==> config.mk <==
export PLATFORM = sky130hd
export DESIGN_NAME = decode_stage
export DESIGN_NICKNAME = d
export VERILOG_FILES = /design/src/rtl/decode_stage.sv
export SDC_FILE = /design/constraint.sdc
export NUM_CORES = 1
export LEC_CHECK = 0
export ABC_AREA = 1
export BUFFER_PORTS_ARGS = -buffer_cell sky130_fd_sc_hd__buf_2
export CORE_MARGIN = 2
export CORE_UTILIZATION = 40
export CTS_CLUSTER_SIZE = 14
export DETAILED_ROUTE_END_ITERATION = 10
export HOLD_SLACK_MARGIN = 0.03
export PLACE_DENSITY = 0.77
export SETUP_SLACK_MARGIN = 0.02
export SLEW_MARGIN = 20
export SYNTH_ARGS = -nofsm -noshare
export SYNTH_HDL_FRONTEND = slang
export SYNTH_SLANG_ARGS = --single-unit
export TNS_END_PERCENT = 10
==> constraint.sdc <==
create_clock -name i_clk -period 1.3 [get_ports i_clk]
set_clock_uncertainty 0.2 [all_clocks]
set_input_delay 0.26 -clock i_clk [delete_from_list [all_inputs] [get_ports i_clk]]
set_output_delay 0.26 -clock i_clk [all_outputs]
set_load 0.1 [all_outputs]
==> src/rtl/decode_stage.sv <==
// RV32I decode pipeline register feeding the ALU: decodes OP / OP-IMM / LUI / AUIPC
// into registered ALU operands behind a valid/ready handshake with synchronous flush.
module decode_stage #(
  parameter int XLEN = 32
) (
  input  logic            i_clk,
  input  logic            i_rst,
  input  logic            i_in_valid,
  output logic            o_in_ready,
  input  logic [31:0]     i_inst,
  input  logic [XLEN-1:0] i_pc,
  output logic [4:0]      o_rs1_addr,
  output logic [4:0]      o_rs2_addr,
  input  logic [XLEN-1:0] i_rs1_data,
  input  logic [XLEN-1:0] i_rs2_data,
  input  logic            i_flush,
  output logic            o_out_valid,
  input  logic            i_out_ready,
  output logic [XLEN-1:0] o_aluin1,
  output logic [XLEN-1:0] o_aluin2,
  output logic [2:0]      o_funct3,
  output logic            o_funct7,
  output logic [4:0]      o_rd,
  output logic            o_rd_we,
  output logic            o_illegal
);

  typedef enum logic [0:0] {ST_EMPTY = 1'b0, ST_FULL = 1'b1} state_t;

  localparam logic [6:0] OPC_OP    = 7'b0110011;
  localparam logic [6:0] OPC_OPIMM = 7'b0010011;
  localparam logic [6:0] OPC_LUI   = 7'b0110111;
  localparam logic [6:0] OPC_AUIPC = 7'b0010111;
  localparam logic [6:0] F7_ZERO   = 7'b0000000;
  localparam logic [6:0] F7_ALT    = 7'b0100000;

  state_t            r_state;
  state_t            w_state_nxt;
  logic              w_load;
  logic [6:0]        w_opcode;
  logic [6:0]        w_f7_field;
  logic [2:0]        w_f3_field;
  logic [XLEN-1:0]   w_aluin1;
  logic [XLEN-1:0]   w_aluin2;
  logic [2:0]        w_funct3;
  logic              w_funct7;
  logic              w_illegal;
  logic [XLEN-1:0]   r_aluin1;
  logic [XLEN-1:0]   r_aluin2;
  logic [2:0]        r_funct3;
  logic              r_funct7;
  logic [4:0]        r_rd;
  logic              r_rd_we;
  logic              r_illegal;

  assign o_in_ready = (r_state == ST_EMPTY) || i_out_ready;
  assign w_load     = i_in_valid && o_in_ready && !i_flush;
  assign o_rs1_addr = i_inst[19:15];
  assign o_rs2_addr = i_inst[24:20];
  assign w_opcode   = i_inst[6:0];
  assign w_f7_field = i_inst[31:25];
  assign w_f3_field = i_inst[14:12];

  // Occupancy state register
  always_ff @(posedge i_clk) begin
    if (i_rst) begin
      r_state <= ST_EMPTY;
    end else begin
      r_state <= w_state_nxt;
    end
  end

  // Occupancy next state; flush overrides both load and hold
  always_comb begin
    w_state_nxt = r_state;
    case (r_state)
      ST_EMPTY: begin
        if (w_load) w_state_nxt = ST_FULL;
        else        w_state_nxt = ST_EMPTY;
      end
      ST_FULL: begin
        if (i_out_ready && !w_load) w_state_nxt = ST_EMPTY;
        else                        w_state_nxt = ST_FULL;
      end
      default: w_state_nxt = ST_EMPTY;
    endcase
    if (i_flush) w_state_nxt = ST_EMPTY;
    else         w_state_nxt = w_state_nxt;
  end

  // Instruction decode into ALU operands and legality
  always_comb begin
    w_aluin1  = {XLEN{1'b0}};
    w_aluin2  = {XLEN{1'b0}};
    w_funct3  = 3'b000;
    w_funct7  = 1'b0;
    w_illegal = 1'b0;
    case (w_opcode)
      OPC_OP: begin
        w_aluin1 = i_rs1_data;
        w_aluin2 = i_rs2_data;
        w_funct3 = w_f3_field;
        w_funct7 = i_inst[30];
        if ((w_f7_field != F7_ZERO) && (w_f7_field != F7_ALT)) begin
          w_illegal = 1'b1;
        end else if ((w_f7_field == F7_ALT) && (w_f3_field != 3'b000) && (w_f3_field != 3'b101)) begin
          w_illegal = 1'b1;
        end else begin
          w_illegal = 1'b0;
        end
      end
      OPC_OPIMM: begin
        w_aluin1 = i_rs1_data;
        w_funct3 = w_f3_field;
        if ((w_f3_field == 3'b001) || (w_f3_field == 3'b101)) begin
          w_aluin2 = {{(XLEN-5){1'b0}}, i_inst[24:20]};
          w_funct7 = (w_f3_field == 3'b101) ? i_inst[30] : 1'b0;
          if ((w_f7_field != F7_ZERO) && (w_f7_field != F7_ALT)) begin
            w_illegal = 1'b1;
          end else if ((w_f7_field == F7_ALT) && (w_f3_field == 3'b001)) begin
            w_illegal = 1'b1;
          end else begin
            w_illegal = 1'b0;
          end
        end else begin
          // funct7 forced low so a negative ADDI immediate never selects SUB
          w_aluin2 = {{(XLEN-12){i_inst[31]}}, i_inst[31:20]};
          w_funct7 = 1'b0;
        end
      end
      OPC_LUI: begin
        w_aluin2 = {i_inst[31:12], 12'h000};
      end
      OPC_AUIPC: begin
        w_aluin1 = i_pc;
        w_aluin2 = {i_inst[31:12], 12'h000};
      end
      default: begin
        w_illegal = 1'b1;
      end
    endcase
  end

  // Output register; updates only on load, cleared by reset
  always_ff @(posedge i_clk) begin
    if (i_rst) begin
      r_aluin1  <= {XLEN{1'b0}};
      r_aluin2  <= {XLEN{1'b0}};
      r_funct3  <= 3'b000;
      r_funct7  <= 1'b0;
      r_rd      <= 5'd0;
      r_rd_we   <= 1'b0;
      r_illegal <= 1'b0;
    end else if (w_load) begin
      r_aluin1  <= w_aluin1;
      r_aluin2  <= w_aluin2;
      r_funct3  <= w_funct3;
      r_funct7  <= w_funct7;
      r_rd      <= i_inst[11:7];
      r_rd_we   <= !w_illegal && (i_inst[11:7] != 5'd0);
      r_illegal <= w_illegal;
    end else begin
      r_aluin1  <= r_aluin1;
      r_aluin2  <= r_aluin2;
      r_funct3  <= r_funct3;
      r_funct7  <= r_funct7;
      r_rd      <= r_rd;
      r_rd_we   <= r_rd_we;
      r_illegal <= r_illegal;
    end
  end

  assign o_out_valid = (r_state == ST_FULL);
  assign o_aluin1    = r_aluin1;
  assign o_aluin2    = r_aluin2;
  assign o_funct3    = r_funct3;
  assign o_funct7    = r_funct7;
  assign o_rd        = r_rd;
  assign o_rd_we     = r_rd_we;
  assign o_illegal   = r_illegal;

endmodule

Word level (Yosys, flattened, before mapping) --
Cells that the tools add are included.
Word-level totals: flip-flop bits (word level) 76, word-level logic and storage cells 53
Cells by class: equality and inequality tests 9, multiplexer cells 16, bitwise operators 1, reduce and logical (&&, ||, !) cells 19
Operators with widths (number):
- case mux 32 bit (3 select lines) | 1
- case mux 32 bit (2 select lines) | 1
- two-way mux 32 bit | 1
- == test 7 x 6 -> 1 bit, second input constant | 3
- == test 7 x 5 -> 1 bit, second input constant | 2
- two-way mux 1 bit | 9
- logical AND 1 bit | 8
- != test 7 x 6 -> 1 bit, second input constant | 1
- nonzero test 7 bit | 1
- OR reduction 2 bit | 3
- nonzero test 5 bit | 1
- case mux 1 bit (2 select lines) | 2
- == test 3 x 1 -> 1 bit, second input constant | 1
- == test 3 bit, second input constant | 1
- zero test 1 bit | 3
- two-way mux 3 bit | 1
- != test 3 bit, second input constant | 1
- case mux 1 bit (3 select lines) | 1
- nonzero test 3 bit | 1
- logical OR 1 bit | 2
- NOT 1 bit | 1

Logic depth before layout (Yosys ltp) --
Gate-level depths: netlist of run 1.
word-level depth 8, mapped depth 10

Worst setup path after synthesis of run 1 --
OpenSTA, ideal clock, no wires.
kind reg-to-reg, start point register r_state (netlist: o_out_valid), end point register r_funct7 (netlist: o_funct7), library setup time 116 ps, data arrival time 2333 ps, slack -1349 ps, cell stages (with the launch flop) 10, path buffers 2, period minus slack after synthesis 2649 ps, cell sequence dfxtp_1 inv_1 nor2_1 inv_1 nand2_1 inv_1 buf_2 clkbuf_1 o211ai_1 inv_2
On the way: cells in the longest elaborated chain, start to end 4
Ends and longest elaborated chain:
- start, declared | RTL line 37 | state_t r_state;
- start signal, assigned | RTL line 69 | r_state <= w_state_nxt;
- NOT 1 bit
- logical OR 1 bit | RTL line 56 | assign o_in_ready = (r_state == ST_EMPTY) || i_out_ready;
- net o_in_ready | RTL line 9 | output logic o_in_ready,
- logical AND 1 bit (2 in a row) | RTL line 57 | assign w_load = i_in_valid && o_in_ready && !i_flush;
- end signal, assigned | RTL line 158 | r_funct7 <= w_funct7;
- end signal, assigned | RTL line 166 | r_funct7 <= r_funct7;
- end, declared | RTL line 51 | logic r_funct7;
The timed path passes the listed nets, and every way through them passes these cells. A chain may end at the register's enable or synchronous reset.

Worst setup path in the final report of run 1 --
start point register r_state (netlist: o_out_valid), end point output port o_in_ready
On the way: cells in the longest elaborated chain, start to end 2
Ends and longest elaborated chain (RTL line):
- NOT 1 bit
- logical OR 1 bit | 56
- end, declared | 9
No other way between the ends.

==> impl_metrics.ini, run 1 <==
[status]
status = finished, violations left
violations = setup timing

[yosys]
synth_compound_area_share_pct = 12.9
synth_edf_count = 0
synth_top_area_share_pct = 39.2
synthSimpleGateAreaFrac_pct = 34.8
syn_area_mm2 = 0.00388
synth.area.mux_share_pct = 0
synth_xor_area_share_pct = 0
synth_fa_ha_area_share_pct = 0
syn_nets = 697
ys_async_sr_fraction_pct = 0
synth_flop_cell = dfxtp_1
synth.area.top_cells = dfxtp_1 (39%), nand3_1 (16%), nand2_1 (14%), o211ai_1 (6.4%), a21oi_1 (4.8%)
ys_seq_elements = 76
synth_most_common_cell = nand2_1
synth_top_family_by_area = simple AND/OR/NAND/NOR gates
ys_types = 25
ys_seq_area_share_pct = 39.2
synth_commonest_cells = nand2_1 (145), nand3_1 (127), dfxtp_1 (76)
syn_avg_cell_area_um2 = 6.88
syn-instance-count = 564
ys_warn_count = 0
synth_top_cell_by_area = dfxtp_1

[power_and_ir_drop]
p_sw_mw = 2.17
p_seq_share_pct = 38.5
p_comb_share_pct = 29.5
swShare_pct = 33.4
p_int_mw = 4.33
ir_worst_vdd_uv = 654
power.density_mw_per_mm2 = 901
power_frac_clock_pct = 32.1
total_leakage_power_nw = 3.26
power.total_mw = 6.50

[detailed_routing]
wl_mm = 15.0
drtPass1Iterations = 4
routed_via_density = 5.26
ant_nets = 0
route.detailed.wl_per_inst_um = 16.3
remaining_drc_errors = 0
drt_iter0_drc = 204
vias = 4856

[cts]
cts_max_path_buffers = 2
root_buffer = clkbuf_8
cts_tree = done
clock_latency_ns = 0.34
cts_buffers = 9
htree_levels = 3
clk_pin_slew_ns = 0.08
clock-sinks = 76

[global_route]
grt_pass1_wl_mm = 23.1
first_global_vias = 4908
grt_overflow = 0
grt_use_total_pct = 28.0
grt_start_max_net_pins = 55
antenna_found_initial = 1

[sta]
fin_crit_ns = 1.68
post-route-period-util_pct = 129
setup_ws_ns = -0.383
setup_violations = 153
rsz0062_at_grt = true
finalHoldViolations = 0
worst_slew_pin_slew_ns = 0.526
relSlewSlack_pct = 64.9
drv_slew = 0
max_freq_mhz = 594

[finish]
layout-drive-gt1-share_pct = 49.3
num-fill-cells = 618
postLayoutCoreUtil_pct = 77.3
syn2layout_area_growth_pct = 85.8
nNetsFinal = 921

[die]
die_x_um = 103
io_pins = 220
fp.dieArea_mm2 = 0.0105
start_util_pct = 41.6
core_mm2 = 0.00933
rows = 35
dieHeight_um = 103

[place]
dp_hpwl_mm = 10.5
finalWeightedCongestion = 0.881
port-buffer-count = 219

[setup_path]
cp-end-kind = primary output
arrival_ns = 1.22
crit_fanout = 2
startpoint_type = register
critPathRequiredTime_ns = 0.84
crit_type = reg2out

[hold_path]
hold_class = in2reg

[job]
cap_viol_max_count = 0
-- sequential cells by signal, indices dropped and copies added, names as in the netlist --
register	flops
o_aluin1	32
o_aluin2	32
o_rd	5
o_funct3	3
o_funct7	1
o_illegal	1
o_out_valid	1
o_rd_we	1
-- power by group through the flow --
stage / clock, mW / combinational [mW] / sequential (mW)
2_1_floorplan: 0 / 0.468 / 3.08
3_3_place_gp: 0 / 1.79 / 2.55
3_5_place_dp: 0 / 1.81 / 2.55
4_1_cts: 2.11 / 1.86 / 2.51
5_1_grt: 2.23 / 2.00 / 2.51
6_report: 2.08 / 1.92 / 2.50
-- cells by family (layout without fill, tap and decap cells) --
family                 after synthesis  in the layout
AND/OR/NAND/NOR                    301            301
buffers and inverters              107            336
AO/OA/AOI/OAI                       80             80
flip-flops                          76             76
other                                0              1
-- worst paths after layout --
check / startpoint / endpoint / slack [ns] / cells after the start
max: o_out_valid / o_in_ready / -0.38 / 5
min: i_inst[11] / o_rd[4] / 0.05 / 3
max reg2reg: o_out_valid / o_aluin2[28] / -0.35 / 9
min reg2reg: o_aluin2[13] / o_aluin2[13] / 0.29 / 2
-- per-layer routing --
layer / track usage (%) / share of wire, % / wire length (um) / vias up
li1: - / - / - / 2307
met1: 31.6 / 38 / 5640 / 2261
met2: 49.6 / 51 / 7660 / 254
met3: 8.27 / 8.9 / 1340 / 34
met4: 11.1 / 2.5 / 383 / 0
met5: 0 / 0 / 0 / -
-- area by class of cell --
type | count | area [um^2] | area share, %
Inverter | 54 | 214 | 2.97
Antenna cell | 1 | 2.50 | 0.0347
Sequential cell | 76 | 1640 | 22.8
Multi-Input combinational cell | 381 | 1960 | 27.2
Tap cell | 129 | 161 | 2.24
Clock buffer | 12 | 155 | 2.15
Clock inverter | 4 | 72.6 | 1.01
Timing Repair Buffer | 266 | 3000 | 41.6
-- repair_timing --
item | CTS | global route
pin swaps | 12 | 13
setup buffers | 2 | 1
endpoints found under the setup margin | 153 | 153
gates resized for setup | 91 | 29
hold buffers | 6 | 0
gates cloned | 1 | 3
endpoints found under the hold margin | 5 | 0
-- layout by cell type, fill, tap and decap left out, types with 2 or more instances in the layout --
master | netlist | final
dlygate4sd3_1 | 0 | 6
nor2_1 | 16 | 15
nand3_2 | 1 | 3
nand4_1 | 3 | 3
buf_4 | 10 | 23
dfxtp_2 | 0 | 66
buf_2 | 26 | 132
buf_12 | 0 | 97
nand2_4 | 1 | 2
bufinv_16 | 0 | 2
buf_6 | 5 | 2
clkbuf_16 | 0 | 3
nor2_4 | 2 | 3
inv_2 | 5 | 6
o211ai_1 | 33 | 33
inv_1 | 49 | 46
nand2_1 | 145 | 144
a21oi_2 | 0 | 17
nand3_1 | 127 | 125
buf_16 | 0 | 2
a22oi_1 | 3 | 2
o21ai_1 | 0 | 4
clkinvlp_4 | 0 | 2
dfxtp_4 | 0 | 10
clkbuf_8 | 0 | 11
a21oi_1 | 37 | 20
nand2_2 | 2 | 2
-- stage by stage --
stage | hold WS, ns | setup TNS, ns | worst slack [ns] | instances | area (um^2)
CTS | 0.0306 | -28.59 | -0.394 | 918 | 7020
detailed placement | 0.253 | -25.62 | -0.466 | 893 | 6550
finish | 0.0510 | -26.03 | -0.383 | 923 | 7210
global placement | 0.243 | -22.27 | -0.382 | 893 | 6550
floorplan | 0.129 | -75.20 | -0.932 | 564 | 3930
global route | 0.0450 | -34.18 | -0.462 | 923 | 7210
-- critical path: stages, from the launching register on --
cell and delay [ns]:
dfxtp_4 0.36, inv_2 0.04, nor2_4 0.10, clkinvlp_4 0.10
buf_6 0.13, buf_12 0.15
(Power assumes the default switching activity.)
==> run 2, diff against run 1 <==
Settings changed: CORE_UTILIZATION 40 to 41, CTS_BUF_LIST set to sky130_fd_sc_hd__clkbuf_4 sky130_fd_sc_hd__clkbuf_8, PLACE_DENSITY 0.77 to 0.78.
Clock period 1.3 ns to 1.4 ns, I/O delays scaled along.
==> impl_metrics.ini, run 2 (synthesis results as in run 1) <==
[detailed_routing]
route.detailed.wl_per_inst_um = 16.8
remaining_drc_errors = 0
routed_via_density = 5.45
vias = 4956
ant_nets = 0
drt_iter0_drc = 250
wl_mm = 15.3
drtPass1Iterations = 5

[sta]
max_freq_mhz = 586
setup_violations = 77
fin_crit_ns = 1.71
post-route-period-util_pct = 122
rsz0062_at_grt = true
finalHoldViolations = 0
worst_slew_pin_slew_ns = 0.431
setup_ws_ns = -0.307
relSlewSlack_pct = 71.3
drv_slew = 0

[cts]
clk_pin_slew_ns = 0.09
htree_levels = 3
cts_max_path_buffers = 2
clock-sinks = 76
cts_buffers = 9
cts_tree = done
clock_latency_ns = 0.35
root_buffer = clkbuf_8

[global_route]
first_global_vias = 4949
antenna_found_initial = 0
grt_overflow = 0
grt_start_max_net_pins = 37
grt_pass1_wl_mm = 23.7
grt_use_total_pct = 29.1

[finish]
num-fill-cells = 585
layout_common_cells = nand2_1 (143), buf_2 (132), nand3_1 (125), buf_12 (96), dfxtp_2 (64)
syn2layout_area_growth_pct = 85.4
layout_commonest_cell = nand2_1
layout-drive-gt1-share_pct = 48.7
postLayoutCoreUtil_pct = 78.3
nNetsFinal = 926

[power_and_ir_drop]
ir_worst_vdd_uv = 683
power.total_mw = 5.83
total_leakage_power_nw = 3.26
power.density_mw_per_mm2 = 810

[place]
finalWeightedCongestion = 0.888
dp_hpwl_mm = 10.9
port-buffer-count = 219

[die]
dieHeight_um = 101
core_mm2 = 0.00920
die_x_um = 101
rows = 35
start_util_pct = 42.2
io_pins = 220
fp.dieArea_mm2 = 0.0103

[setup_path]
r2r_start = o_out_valid
setup.worst_path.start = o_out_valid
cp-end-kind = primary output
arrival_ns = 1.23
startpoint_type = register
critPathRequiredTime_ns = 0.92
crit_fanout = 2
crit_type = reg2out

[job]
cap_viol_max_count = 0

[status]
status = finished, violations left
violations = setup timing

[hold_path]
hold_class = in2reg
min-delay-start = i_inst[12]
## run 2: changes by cell type in the layout (fill, tap and decap cells not counted), sizes merged
cell / delta
buf: +5
clkinvlp: +3
bufinv: -1
dlygate4sd3: +1
clkbuf: -3
## run 2: stage by stage
step	hold slack, ns	setup TNS [ns]	instance area [um^2]	worst slack (ns)	instances
6_report	0.0692	-15.17	7200	-0.307	910
3_5_place_dp	0.254	-15.99	6550	-0.270	880
4_1_cts	0.0607	-15.47	7060	-0.305	906
5_1_grt	0.0746	-20.94	7200	-0.378	909
3_3_place_gp	0.248	-11.47	6550	-0.204	880
2_1_floorplan	0.149	-61.52	3930	-0.832	564
## run 2: critical path: stages, from the launching register on
cell and delay (ns):
dfxtp_4 0.36, inv_2 0.04, nor2_4 0.09, clkinvlp_4 0.10, buf_6 0.12, buf_12 0.15
## run 2: cell type report
| class | count | area, um^2 | share of cell area, % |
|---|---|---|---|
| diodes | 1 | 2.50 | 0.0348 |
| inverters | 54 | 219 | 3.04 |
| clock buffers | 10 | 131 | 1.83 |
| clock inverters | 6 | 65.1 | 0.904 |
| flip-flops and latches | 76 | 1650 | 22.9 |
| well taps | 111 | 139 | 1.93 |
| repair buffers | 271 | 3060 | 42.5 |
| multi-input cells | 381 | 1930 | 26.9 |
## run 2: worst paths after layout
kind | endpoint | slack [ns] | depth (start not counted)
worst max-delay path | o_in_ready | -0.31 | 5
worst min-delay path | o_funct3[0] | 0.07 | 3
worst max register to register | o_aluin2[12] | -0.29 | 9
worst min register to register | o_aluin2[27] | 0.29 | 2
## run 2: power breakdown
group | switching, mW | leakage, nW | internal, mW
Combinational | 1.11 | 2.52 | 0.700
Sequential | 0.0852 | 0.656 | 2.23
Clock | 0.861 | 0.0879 | 0.841
Total | 2.06 | 3.26 | 3.77
## run 2: routing by layer
| layer | global-route usage [%] | up-vias | routed length [um] |
|---|---|---|---|
| met3 | 7.87 | 47 | 1470 |
| met2 | 52.7 | 319 | 7890 |
| li1 | - | 2314 | - |
| met4 | 12.8 | 0 | 493 |
| met5 | 0 | - | 0 |
| met1 | 31.6 | 2276 | 5430 |
## run 2: what timing repair did
action                                 CTS  global route
pin swaps                                4            19
setup buffers                            1             1
hold buffers                             7             0
resized for setup                       99            24
setup endpoints to repair              152           151
gates cloned                             2             2
endpoints found under the hold margin    5             0
==> run 3, diff against run 2 <==
Settings changed: CORE_UTILIZATION 41 to 45, PLACE_DENSITY 0.78 to 0.81.
Clock period 1.4 ns to 1.7 ns, I/O delays scaled along.
==> impl_metrics.ini, run 3 (synthesis results as in run 1) <==
[sta]
fin_tns_setup_ns = -0.0543
max_freq_mhz = 570
worst_slew_pin_slew_ns = 0.558
post-route-period-util_pct = 103
relSlewSlack_pct = 62.7
drv_slew = 0
setup_violations = 1
rsz0062_at_grt = true
setup_ws_ns = -0.0543
fin_crit_ns = 1.75
finalHoldViolations = 0

[cts]
cts_setup_buffers = 0
clock-sinks = 76
cts_buffers = 9
root_buffer = clkbuf_8
cts_tree = done
cts_max_path_buffers = 2
htree_levels = 3
clock_latency_ns = 0.34
clk_pin_slew_ns = 0.08

[power_and_ir_drop]
ir_worst_vdd_uv = 504
power.density_mw_per_mm2 = 811
total_leakage_power_nw = 2.81

[global_route]
grt_overflow = 0
antenna_found_initial = 0
first_global_vias = 4319
grt_start_max_net_pins = 56
grt_use_total_pct = 25.8
grt_pass1_wl_mm = 20.2

[die]
core_mm2 = 0.00830
dieHeight_um = 96.9
rows = 33
die_x_um = 96.9
start_util_pct = 46.8
io_pins = 220
fp.dieArea_mm2 = 0.00939

[detailed_routing]
remaining_drc_errors = 0
drt_iter0_drc = 209
drtPass1Iterations = 5
routed_via_density = 5.35
wl_mm = 13.0
vias = 4676
ant_nets = 0
route.detailed.wl_per_inst_um = 14.9

[finish]
layout-drive-gt1-share_pct = 36.3
fin_area_mm2 = 0.00568
syn2layout_area_growth_pct = 46.4
layout_common_cells = buf_2 (150), nand2_1 (144), nand3_1 (127), dfxtp_1 (75), clkbuf_4 (54)
nNetsFinal = 897
n_antenna_cell = 0
stdcell_count = 874
layout_commonest_cell = buf_2

[job]
cap_viol_max_count = 0

[setup_path]
cp-end-kind = primary output
critPathRequiredTime_ns = 1.16
r2r_cells = 8
r2r_start = o_out_valid
worstReg2RegEnd = o_rd[2]
arrival_ns = 1.21
r2r_slack_ns = 0.08
crit_fanout = 2
crit_type = reg2out
startpoint_type = register

[hold_path]
worstHoldPathCells = 3
hold_class = in2reg
whs_endpoint = o_out_valid
min-delay-start = i_in_valid

[status]
violations = setup timing
status = finished, violations left

[place]
port-buffer-count = 219
post_dp_cell_area_mm2 = 0.00525
finalWeightedCongestion = 0.922
dp_hpwl_mm = 9.31
placedCellCount = 856
==> run 3: changes by cell type in the layout (fill, tap and decap cells not counted), sizes merged <==
| cell | before | now |
|---|---|---|
| diode | 1 | 0 |
| bufinv | 1 | 2 |
| buf | 262 | 187 |
| clkinvlp | 5 | 1 |
| clkbuf | 12 | 65 |
| dlygate4sd3 | 7 | 1 |
| clkinv | 1 | 3 |
==> run 3: how the worst max path moves through the flow <==
stage | end | cells after the start | start
global placement | o_aluin1[26] | 8 | i_inst[3]
finish | o_in_ready | 5 | o_out_valid
floorplan | o_funct7 | 9 | o_out_valid
detailed placement | o_aluin1[4] | 8 | i_inst[3]
global route | o_in_ready | 5 | o_out_valid
CTS | o_in_ready | 5 | o_out_valid
==> run 3: worst max-delay path, stage by stage (launching register included) <==
cell and delay [ns]:
dfxtp_4 0.36, inv_2 0.04, nor2_4 0.09, clkinvlp_4 0.10
buf_6 0.13, buf_12 0.15
==> run 3: stage by stage <==
step | hold WS [ns] | power [mW] | setup slack, ns | util [%]
global route | 0.0538 | 4.78 | -0.117 | 68.5
global placement | 0.250 | 3.05 | -0.0643 | 63.2
detailed placement | 0.253 | 3.07 | -0.171 | 63.2
CTS | 0.0373 | 4.60 | -0.0699 | 66.3
floorplan | 0.209 | 2.71 | -0.532 | -
finish | 0.0641 | 4.61 | -0.0543 | 68.5
==> run 3: what timing repair did <==
| item | in CTS | in global routing |
|---|---|---|
| endpoints found under the hold margin | 1 | 0 |
| gates cloned | 0 | 1 |
| pin swaps | 1 | 0 |
| gates resized for setup | 9 | 59 |
| hold buffers | 1 | 0 |
| endpoints found under the setup margin | 36 | 91 |
==> run 3: power by group <==
group          switching, mW  internal (mW)  total (mW)  leakage, nW
Combinational          0.865          0.340        1.21         2.08
Clock                  0.648          0.877        1.52        0.116
Sequential            0.0367           1.84        1.88        0.620
==> run 3: cell type report <==
cell class,count,area [um^2]
clock buffers,11,145
repair buffers,242,1720
fillers,685,2620
clock inverters,5,75.1
well taps,105,131
inverters,54,209
flip-flops and latches,76,1530
multi-input cells,381,1870
==> run 3: layer usage <==
layer,global-route usage (%),part of all wire (%),up-vias
met1,31.4,40,2141
met2,44.2,50,248
met5,0,0,-
met3,5.64,8.6,30
li1,-,-,2257
met4,10.5,2.3,0
